<file path="src/rtl/boothmul_radix4.sv">
// Radix-4 (modified Booth) sequential multiplier, two multiplier bits per cycle.
// Per-operation signed/unsigned operands, arm/fin handshake, abort on disarm.
module boothmul_radix4 #(
  parameter int A1_LEN  = 32,
  parameter int A2_LEN  = 32,
  parameter int CNT_SIZ = 6
) (
  input  logic                     clk,
  input  logic                     rst_L,
  input  logic                     arm,
  input  logic                     a1_signed,
  input  logic                     a2_signed,
  input  logic [A1_LEN-1:0]        a1,
  input  logic [A2_LEN-1:0]        a2,
  output logic [A1_LEN+A2_LEN-1:0] outn,
  output logic                     fin
);

  localparam int E    = (A2_LEN % 2 == 0) ? A2_LEN + 2 : A2_LEN + 1;
  localparam int ITER = E / 2;
  // One bit beyond the +/-2A range: the running upper half plus a new
  // partial product can reach about 8/3 of |A| before the shift.
  localparam int UW   = A1_LEN + 3;
  localparam int AW   = UW + E + 1;
  localparam int PW   = A1_LEN + A2_LEN;

  typedef enum logic [1:0] {IDLE, RUN, DONE} state_t;

  state_t             state_reg;
  logic [UW-1:0]      mcand_reg;
  logic [AW-1:0]      acc_reg;
  logic [CNT_SIZ-1:0] cnt_reg;
  logic [PW-1:0]      outn_reg;
  logic               fin_reg;

  logic [UW-1:0]      a1_ext;
  logic [E-1:0]       a2_ext;
  logic [UW-1:0]      pp;
  logic [UW-1:0]      upper_sum;
  logic [AW-1:0]      acc_next;

  assign a1_ext = {{3{a1_signed & a1[A1_LEN-1]}}, a1};
  assign a2_ext = {{(E-A2_LEN){a2_signed & a2[A2_LEN-1]}}, a2};

  // acc_reg[2:0] is the recoding window {m[i+1], m[i], m[i-1]}.
  always_comb begin
    pp = '0;
    case (acc_reg[2:0])
      3'b001, 3'b010: pp = mcand_reg;
      3'b011:         pp = mcand_reg << 1;
      3'b100:         pp = -(mcand_reg << 1);
      3'b101, 3'b110: pp = -mcand_reg;
      default:        pp = '0;
    endcase
    upper_sum = acc_reg[AW-1 -: UW] + pp;
    acc_next  = {{2{upper_sum[UW-1]}}, upper_sum, acc_reg[E:2]};
  end

  always_ff @(posedge clk or negedge rst_L) begin
    if (!rst_L) begin
      state_reg <= IDLE;
      mcand_reg <= '0;
      acc_reg   <= '0;
      cnt_reg   <= '0;
      outn_reg  <= '0;
      fin_reg   <= 1'b0;
    end else begin
      case (state_reg)
        IDLE: begin
          fin_reg <= 1'b0;
          if (arm) begin
            mcand_reg <= a1_ext;
            acc_reg   <= {{UW{1'b0}}, a2_ext, 1'b0};
            cnt_reg   <= '0;
            state_reg <= RUN;
          end
        end
        RUN: begin
          if (!arm) begin
            state_reg <= IDLE;
          end else begin
            acc_reg <= acc_next;
            cnt_reg <= cnt_reg + CNT_SIZ'(1);
            if (cnt_reg == CNT_SIZ'(ITER - 1)) begin
              outn_reg  <= acc_next[PW:1];
              fin_reg   <= 1'b1;
              state_reg <= DONE;
            end
          end
        end
        DONE: begin
          if (!arm) begin
            fin_reg   <= 1'b0;
            state_reg <= IDLE;
          end
        end
        default: state_reg <= IDLE;
      endcase
    end
  end

  assign outn = outn_reg;
  assign fin  = fin_reg;

endmodule

</file>
<file path="config.mk">
export PLATFORM = sky130hd
export DESIGN_NAME = boothmul_radix4
export DESIGN_NICKNAME = d
export VERILOG_FILES = /design/src/rtl/boothmul_radix4.sv
export SDC_FILE = /design/constraint.sdc
export NUM_CORES = 1
export LEC_CHECK = 0
export ABC_AREA = 1
export CAP_MARGIN = 20
export CORE_AREA = 2 2 156 158
export DETAILED_ROUTE_END_ITERATION = 10
export DIE_AREA = 0 0 158 160
export GPL_TIMING_DRIVEN = 0
export MAX_ROUTING_LAYER = met4
export PLACE_DENSITY = 0.67
export SETUP_SLACK_MARGIN = 0.4
export SKIP_LAST_GASP = 1
export SYNTH_ARGS = -nofsm -noshare
export SYNTH_HDL_FRONTEND = slang
export SYNTH_SLANG_ARGS = --single-unit
export TNS_END_PERCENT = 1
</file>
<file path="constraint.sdc">
create_clock -name clk -period 3.9 [get_ports clk]
set_input_delay 0.78 -clock clk [delete_from_list [all_inputs] [get_ports clk]]
set_output_delay 0.78 -clock clk [all_outputs]
set_load 0.02 [all_outputs]
</file>
==> results.py, run 1 <==
metrics = {
    "setup_path": {
        "reg2reg_to": "acc_reg[55]",
        "crit_required_ns": 4.24,
        "cp_max_fo": 10,
        "cp-endpoint": "acc_reg[55]",
        "crit_type": "reg -> reg",
        "startpoint_type": "register",
        "critPathCaptureType": "register",
        "reg2regPathDepth": 16,
        "arrival_ns": 3.72,
        "worstReg2RegStart": "acc_reg[0]",
        "cp-startpoint": "acc_reg[0]",
        "reg2reg_slack_ns": 0.52,
    },
    "floorplanning": {
        "die_w_um": 158,
        "core_region_area_mm2": 0.0238,
        "initial_utilization_pct": 44.2,
        "die_area_mm2": 0.0253,
        "rows": 57,
        "pin_count": 134,
        "die_h_um": 160,
    },
    "sta": {
        "slew_viol_final": 0,
        "post-route-period-util_pct": 86.7,
        "rsz0062_at_grt": "true",
        "max_freq_ghz": 0.296,
        "setup_slack_ns": 0.518,
        "relSlewSlack_pct": 40.6,
        "tightestPinTransition_ns": 0.892,
        "finalSetupViolCount": 0,
        "fin_skew_ns": 0.0146,
        "hold_violations": 0,
        "period_needed_ns": 3.38,
    },
    "global_route": {
        "grt_pass1_vias": 9977,
        "antenna_found_initial": 1,
        "grt_max_degree": 112,
        "grt_usage_pct": 27.8,
        "grt_pass1_wl_um": 53100,
        "overflow": 0,
    },
    "cts": {
        "cts_sinks": 174,
        "ctsHoldBuffers": 0,
        "clock_path_buffers": 2,
        "root_buffer": "clkbuf_16",
        "cts_htree_levels": 4,
        "numCtsBuffers": 17,
        "cts_tree": "built",
        "clkLatencyLatePin_ns": 0.45,
        "clkTransAtPathRegs_ns": 0.09,
    },
    "finish": {
        "fillCellCount": 2243,
        "fin_util_pct": 58.2,
        "nNetsFinal": 1708,
        "drive_gt1_share_pct": 15.3,
        "mostFrequentLayoutCell": "nand2_1",
        "mostFrequentLayoutCells": "nand2_1 (379), dfrtp_1 (172), inv_1 (143), clkdlybuf4s50_1 (132), nand3_1 (80)",
        "largest_reg_flops": 68,
        "area_growth_pct": 31.7,
    },
    "detailed_routing": {
        "vias": 10500,
        "final_antenna_net_count": 0,
        "drt-initial-drc-count": 768,
        "wl_per_cell_um": 17.7,
        "firstDrtPassIters": 5,
        "vias_per_cell": 5.39,
        "drt_wl_total_um": 34200,
        "drc": 0,
    },
    "power": {
        "peakVddDrop_uv": 317,
        "internal_power_mw": 4.58,
        "seqPwrFrac_pct": 27.8,
        "power-per-cell-area_mw_per_mm2": 606,
        "clkPwrFrac_pct": 21.6,
        "p_leak_nw": 6.27,
        "swShare_pct": 45.5,
        "pwr-share-comb_pct": 50.5,
        "power_switching_mw": 3.83,
    },
    "yosys": {
        "synth_edf_count": 0,
        "synth_cell_types": 46,
        "yosysWarnings": 0,
        "synth_largest_area_cell": "dfrtp_1",
        "yosysSeqAreaShare_pct": 41.3,
        "synthArstFlopShare_pct": 100,
        "synth_fp_nets": 1524,
        "ys_seq_elements": 174,
        "synth_top_area_share_pct": 41.3,
        "synth_cells": 1417,
        "synth_ff_type": "dfrtp_1",
        "synth_area_leaders": "dfrtp_1 (41%), nand2_1 (14%), inv_1 (5.3%)",
        "synth_area_per_cell_um2": 7.43,
        "syn_area_mm2": 0.0105,
    },
    "run_status": {
        "status": "finished clean",
    },
    "placement": {
        "pre_cts_ws_ns": 0.0506,
        "place_congestion": 0.932,
        "hpwl_um": 25900,
        "numPortBuffers": 133,
    },
    "flow_run": {
        "drv_cap": 0,
    },
    "min_path": {
        "hp-class": "in -> async",
    },
}
[cell usage after synthesis (3+ instances only)]
library cell,number
o21ai_0,72
o21ai_1,62
o31ai_1,4
nor2_1,106
inv_1,148
nor2_4,5
clkbuf_1,26
nor2_2,8
buf_2,21
xnor2_1,10
nand2_1,398
inv_2,5
nand4_1,16
dfrtp_1,174
o21bai_1,9
xor2_1,30
a221o_1,3
buf_1,4
nand3_1,87
ha_1,37
nand3b_1,10
a21oi_1,53
o2111ai_1,10
nor3_1,48
o22ai_1,14
a221oi_1,31
[kinds of logic after synthesis]
kind of cell,Yosys count,share of synthesized area (%)
AND/OR/NAND/NOR,689,27.8
buffers and inverters,205,7.59
AO/OA/AOI/OAI,271,15.3
XOR/XNOR,40,3.33
adder cells (fa/ha/maj),38,4.59
flip-flops,174,41.3
[repair_timing]
item / in CTS / in global routing
pin swaps: 6 / 44
gates resized for setup: 28 / 162
buffers inserted: 5 / 26
endpoints found under the setup margin: 37 / 52
[routing by layer]
layer | share of wire, % | up-vias | GRT usage [%]
met1 | 47 | 4987 | 38.2
met4 | 2.6 | 0 | 9.58
li1 | - | 5093 | -
met3 | 4.7 | 55 | 4.78
met5 | 0 | - | -
met2 | 46 | 320 | 41.6
[layout make-up]
class | instances | area, µm² | share of cell area (%)
buffer | 52 | 238 | 1.71
inverter | 153 | 577 | 4.16
antenna | 1 | 2.50 | 0.0180
sequential | 174 | 4360 | 31.4
multi-input combinational | 1038 | 6060 | 43.7
clock inverter | 15 | 209 | 1.51
tap | 324 | 405 | 2.92
timing repair buffer | 165 | 1600 | 11.5
clock buffer | 17 | 425 | 3.07
[power groups by stage]
stage                     logic (mW)  registers, mW  clock network [mW]
after floorplan                 2.29           2.32                   0
after global placement          3.27           2.34                   0
after detailed placement        3.31           2.34                   0
after CTS                       3.44           2.31                1.83
after global routing            4.65           2.38                1.91
final                           4.25           2.34                1.82
[metrics by stage]
| stage | TNS [ns] | power [mW] | instance area [µm²] | std cells | hold WS, ns |
|---|---|---|---|---|---|
| after floorplan | 0 | 4.61 | 10500 | 1417 | 0.455 |
| after global placement | -907.07 | 5.61 | 12300 | 1874 | 0.463 |
| after detailed placement | 0 | 5.65 | 12300 | 1875 | 0.466 |
| after CTS | 0 | 7.59 | 13000 | 1912 | 0.271 |
| after global routing | 0 | 8.93 | 13900 | 1939 | 0.272 |
| final | 0 | 8.41 | 13900 | 1939 | 0.235 |
[worst max-delay path, stage by stage (launching register included)]
cell and delay (ns):
dfrtp_1 0.43, nor2_4 0.07, nand2_1 0.08, buf_2 0.27, inv_1 0.16, clkbuf_4 0.24
a221o_1 0.39, ha_1 0.38, nand2_1 0.16, nor2_1 0.22, nand2_1 0.09, o21ai_2 0.26
nand3_1 0.21, nand2_1 0.11, nand2_1 0.07, nand3_1 0.08, nand2_1 0.07
[worst min-delay path by stage]
stage,start,end,slack [ns],depth (start not counted)
final,rst_L,outn[14],0.24,1
after global routing,rst_L,outn[14],0.27,1
after CTS,rst_L,outn[14],0.27,1
after detailed placement,outn[62],outn[62],0.47,2
after global placement,outn[50],outn[50],0.46,2
after floorplan,acc_reg[51],acc_reg[51],0.46,2
No activity file was read; power rests on OpenSTA's default activity.
==> run 2: changes to the inputs <==
--- a/config.mk
+++ b/config.mk
@@ -12,7 +12,7 @@
 export DIE_AREA = 0 0 158 160
 export GPL_TIMING_DRIVEN = 0
 export MAX_ROUTING_LAYER = met4
-export PLACE_DENSITY = 0.67
+export PLACE_DENSITY = 0.7
 export SETUP_SLACK_MARGIN = 0.4
 export SKIP_LAST_GASP = 1
 export SYNTH_ARGS = -nofsm -noshare
==> results.py, run 2 (synthesized netlist as in run 1, its figures left out) <==
metrics = {
    "min_path": {
        "hp-class": "in -> async",
    },
    "detailed_routing": {
        "drc": 0,
        "final_antenna_net_count": 0,
        "vias_per_cell": 5.44,
        "wl_per_cell_um": 17.4,
        "drt_wl_total_um": 33700,
        "firstDrtPassIters": 5,
        "vias": 10500,
        "drt-initial-drc-count": 793,
    },
    "placement": {
        "place_congestion": 0.970,
        "numPortBuffers": 133,
        "hpwl_um": 25500,
        "pre_cts_ws_ns": 0.0938,
        "place_area_mm2": 0.0123,
    },
    "setup_path": {
        "cp_max_fo": 6,
        "reg2regPathDepth": 19,
        "crit_type": "reg -> reg",
        "startpoint_type": "register",
        "crit_required_ns": 4.22,
        "critPathCaptureType": "register",
        "reg2reg_slack_ns": 0.52,
        "arrival_ns": 3.71,
    },
    "finish": {
        "nNetsFinal": 1703,
        "mostFrequentLayoutCells": "nand2_1 (385), dfrtp_1 (173), inv_1 (143), clkdlybuf4s50_1 (132), nand3_1 (82)",
        "multiInputGateArea_mm2": 0.00589,
        "mostFrequentLayoutCell": "nand2_1",
        "regArea_mm2": 0.00436,
        "fillCellCount": 2285,
        "drive_gt1_share_pct": 13.2,
        "largest_reg_flops": 68,
        "fin_util_pct": 57.2,
        "antenna_cells": 0,
        "area_growth_pct": 29.5,
        "fin_area_mm2": 0.0136,
    },
    "global_route": {
        "grt_pass1_wl_um": 52300,
        "grt_usage_pct": 27.4,
        "use_met3_pct": 3.39,
        "grt_util_met2_pct": 42.4,
        "top_usage_layer": "met2",
        "grt_pass1_vias": 9951,
        "antenna_found_initial": 0,
        "overflow": 0,
        "grtUsageMet1_pct": 37.4,
        "grt_max_degree": 121,
    },
    "cts": {
        "numCtsBuffers": 17,
        "root_buffer": "clkbuf_16",
        "clock_path_buffers": 2,
        "cts_sinks": 174,
        "clkTransAtPathRegs_ns": 0.08,
        "ctsHoldBuffers": 0,
        "cts_tree": "built",
        "cts_htree_levels": 4,
        "clkLatencyLatePin_ns": 0.45,
    },
    "power": {
        "power-per-cell-area_mw_per_mm2": 595,
        "p_leak_nw": 6.22,
        "peakVddDrop_uv": 309,
    },
    "sta": {
        "post-route-period-util_pct": 86.8,
        "max_freq_ghz": 0.296,
        "hold_violations": 0,
        "relSlewSlack_pct": 42.9,
        "rsz0062_at_grt": "true",
        "finalSetupViolCount": 0,
        "tightestPinTransition_ns": 0.857,
        "period_needed_ns": 3.38,
        "setup_slack_ns": 0.516,
        "whs_ns": 0.261,
        "slew_viol_final": 0,
        "fin_tns_setup_ns": 0,
        "fin_skew_ns": 0.0173,
    },
    "floorplanning": {
        "initial_utilization_pct": 44.2,
        "core_region_area_mm2": 0.0238,
        "die_h_um": 160,
        "rows": 57,
        "die_w_um": 158,
        "die_area_mm2": 0.0253,
        "pin_count": 134,
    },
    "run_status": {
        "status": "finished clean",
    },
    "flow_run": {
        "drv_cap": 0,
    },
}
run 2: changes by cell type in the layout (fill, tap and decap cells not counted), sizes merged:
cell / before / now
clkbuf: 44 / 45
diode: 1 / 0
buf: 58 / 52
run 2: report_power, final:
part / total, mW / switching [mW] / internal [mW]
sequential: 2.33 / 0.233 / 2.10
clock: 1.77 / 0.894 / 0.875
combinational: 4.01 / 2.53 / 1.48
total: 8.12 / 3.66 / 4.46
run 2: worst max-delay path: stages, from the launching register on:
cell       delay (ns)
dfrtp_1          0.38
inv_2            0.12
ha_4             0.17
nand2_1          0.11
nor2_4           0.17
nand4_1          0.24
xor2_1           0.19
inv_1            0.06
nand2_1          0.08
o2111ai_2        0.27
ha_4             0.35
a21oi_1          0.23
nor2_1           0.07
nor2_1           0.13
a21boi_4         0.23
nor2_1           0.09
nor2_1           0.13
nand3_1          0.09
nand3_1          0.09
nand2_1          0.06
run 2: layer usage:
metal / vias to the layer above / wire, µm
met2: 355 / 15500
met5: - / 0
met3: 65 / 1920
met4: 0 / 1010
met1: 5022 / 15300
li1: 5066 / -
run 2: through the flow:
| step | power [mW] | instances |
|---|---|---|
| 3_3_place_gp | 5.60 | 1874 |
| 3_5_place_dp | 5.62 | 1875 |
| 4_1_cts | 7.51 | 1913 |
| 6_report | 8.12 | 1933 |
| 2_1_floorplan | 4.61 | 1417 |
| 5_1_grt | 8.64 | 1933 |
run 2: what timing repair did:
item / in CTS / in global routing
setup endpoints to repair: 39 / 53
hold endpoints to repair: 0 / 0
setup buffers: 6 / 20
resized for setup: 21 / 125
pin swaps: 6 / 29
run 2: area by class of cell:
class,count,share of cell area (%)
Sequential cell,174,31.9
Multi-Input combinational cell,1038,43.2
Timing Repair Buffer,160,11.4
Inverter,153,4.21
Tap cell,324,2.97
Clock inverter,15,1.39
Buffer,52,1.74
Clock buffer,17,3.12
run 2: path summary, 6_finish.rpt:
kind,start,endpoint
max in group asynchronous,rst_L,acc_reg[35]
hold reg to reg,outn[46],outn[46]
min in group clk,outn[46],outn[46]
hold / removal,rst_L,outn[56]
setup / recovery,mcand_reg[0],acc_reg[65]
setup reg to reg,mcand_reg[0],acc_reg[65]
==> run 3: changes to the inputs <==
--- a/config.mk
+++ b/config.mk
@@ -7,12 +7,12 @@
 export LEC_CHECK = 0
 export ABC_AREA = 1
 export CAP_MARGIN = 20
-export CORE_AREA = 2 2 156 158
+export CORE_AREA = 2 2 128 193
 export DETAILED_ROUTE_END_ITERATION = 10
-export DIE_AREA = 0 0 158 160
+export DIE_AREA = 0 0 130 195
 export GPL_TIMING_DRIVEN = 0
 export MAX_ROUTING_LAYER = met4
-export PLACE_DENSITY = 0.7
+export PLACE_DENSITY = 0.69
 export SETUP_SLACK_MARGIN = 0.4
 export SKIP_LAST_GASP = 1
 export SYNTH_ARGS = -nofsm -noshare
==> results.py, run 3 (synthesized netlist as in run 1, its figures left out) <==
metrics = {
    "run_status": {
        "status": "finished clean",
    },
    "floorplanning": {
        "die_w_um": 130,
        "initial_utilization_pct": 44.7,
        "die_area_mm2": 0.0254,
        "die_h_um": 195,
        "rows": 69,
        "core_region_area_mm2": 0.0236,
        "pin_count": 134,
    },
    "global_route": {
        "antenna_found_initial": 0,
        "grt_pass1_wl_um": 54900,
        "overflow": 0,
        "grt_pass1_vias": 10300,
        "grt_usage_pct": 29.1,
        "grt_max_degree": 122,
    },
    "finish": {
        "mostFrequentLayoutCells": "nand2_1 (389), dfrtp_1 (172), inv_1 (143), clkdlybuf4s50_1 (132), nor2_1 (84)",
        "mostFrequentLayoutCell": "nand2_1",
        "largest_reg_flops": 68,
        "drive_gt1_share_pct": 12.8,
        "fillCellCount": 2237,
        "area_growth_pct": 28.8,
        "fin_util_pct": 57.6,
        "nNetsFinal": 1701,
        "antenna_cells": 0,
    },
    "sta": {
        "slew_viol_final": 0,
        "finalSetupViolCount": 0,
        "setup_slack_ns": 0.468,
        "post-route-period-util_pct": 88.0,
        "rsz0062_at_grt": "true",
        "tightestPinTransition_ns": 0.781,
        "fin_tns_setup_ns": 0,
        "hold_violations": 0,
        "period_needed_ns": 3.43,
        "fin_skew_ns": 0.00776,
        "relSlewSlack_pct": 47.9,
        "max_freq_ghz": 0.291,
    },
    "setup_path": {
        "cp_max_fo": 10,
        "crit_type": "reg -> reg",
        "reg2reg_slack_ns": 0.47,
        "crit_required_ns": 4.23,
        "critPathCaptureType": "register",
        "startpoint_type": "register",
        "arrival_ns": 3.76,
    },
    "cts": {
        "clock_path_buffers": 2,
        "cts_tree": "built",
        "cts_htree_levels": 4,
        "clkTransAtPathRegs_ns": 0.07,
        "clkLatencyLatePin_ns": 0.45,
        "cts_sinks": 174,
        "numCtsBuffers": 17,
        "root_buffer": "clkbuf_16",
    },
    "flow_run": {
        "drv_cap": 0,
    },
    "detailed_routing": {
        "firstDrtPassIters": 8,
        "vias_per_cell": 5.36,
        "drt_wl_total_um": 35300,
        "drc": 0,
        "wl_per_cell_um": 18.4,
        "final_antenna_net_count": 0,
        "vias": 10300,
        "drt-initial-drc-count": 686,
    },
    "placement": {
        "pre_cts_ws_ns": 0.0479,
        "hpwl_um": 27200,
        "place_congestion": 0.947,
        "numPortBuffers": 133,
    },
    "power": {
        "power-per-cell-area_mw_per_mm2": 593,
        "p_leak_nw": 6.19,
        "peakVddDrop_uv": 379,
    },
    "min_path": {
        "hp-class": "in -> async",
    },
}
-- run 3: path summary, 6_finish.rpt --
kind / cells after the start / to / start
setup / recovery: 16 / acc_reg[58] / acc_reg[1]
hold / removal: 1 / outn[11] / rst_L
setup reg to reg: 16 / acc_reg[58] / acc_reg[1]
hold reg to reg: 2 / outn[57] / outn[57]
max in group asynchronous: 2 / mcand_reg[2] / rst_L
min in group clk: 2 / outn[57] / outn[57]
-- run 3: final cells by class --
| class | count | area [µm²] | area share [%] |
|---|---|---|---|
| plain buffers | 52 | 240 | 1.77 |
| clock buffers | 19 | 433 | 3.19 |
| clock inverters | 9 | 113 | 0.830 |
| inverters | 153 | 577 | 4.25 |
| multi-input cells | 1038 | 5900 | 43.5 |
| flip-flops and latches | 174 | 4360 | 32.1 |
| well taps | 319 | 399 | 2.94 |
| repair buffers | 158 | 1540 | 11.4 |
-- run 3: critical path: stages (launching register included) --
cell	delay, ns
dfrtp_1	0.41
nor2_2	0.24
nor2_1	0.12
nand2_1	0.11
clkbuf_2	0.34
o22ai_1	0.11
a21oi_1	0.16
o21ai_0	0.15
ha_1	0.36
a21oi_1	0.22
o21ai_1	0.12
nor2_1	0.33
o21ai_1	0.19
nand2_1	0.16
nand4_1	0.12
nand3_1	0.12
nand2_1	0.07
-- run 3: timing repair --
item                                    in CTS  in global routing
setup buffers                                9                 15
endpoints found under the setup margin      41                 50
gates resized for setup                     37                113
pin swaps                                    9                 25
hold buffers                                 0                  0
-- run 3: per-layer routing --
| layer | vias to the layer above | wire (µm) | track usage [%] |
|---|---|---|---|
| met5 | - | 0 | - |
| met4 | 0 | 1660 | 14.2 |
| met3 | 64 | 1650 | 4.99 |
| met2 | 297 | 18300 | 49.4 |
| li1 | 5055 | - | - |
| met1 | 4882 | 13700 | 32.8 |
-- run 3: stage by stage --
stage	total power [mW]	area, µm²	std cells	hold WS, ns
floorplan	4.61	10500	1417	0.455
global placement	5.67	12300	1869	0.461
detailed placement	5.68	12300	1870	0.464
CTS	7.58	13000	1907	0.253
global route	8.56	13600	1922	0.259
finish	8.04	13600	1922	0.231
-- run 3: power breakdown --
part | switching, mW | internal, mW
Clock | 0.756 | 0.934
Combinational | 2.52 | 1.49
Sequential | 0.240 | 2.10
Total | 3.52 | 4.52
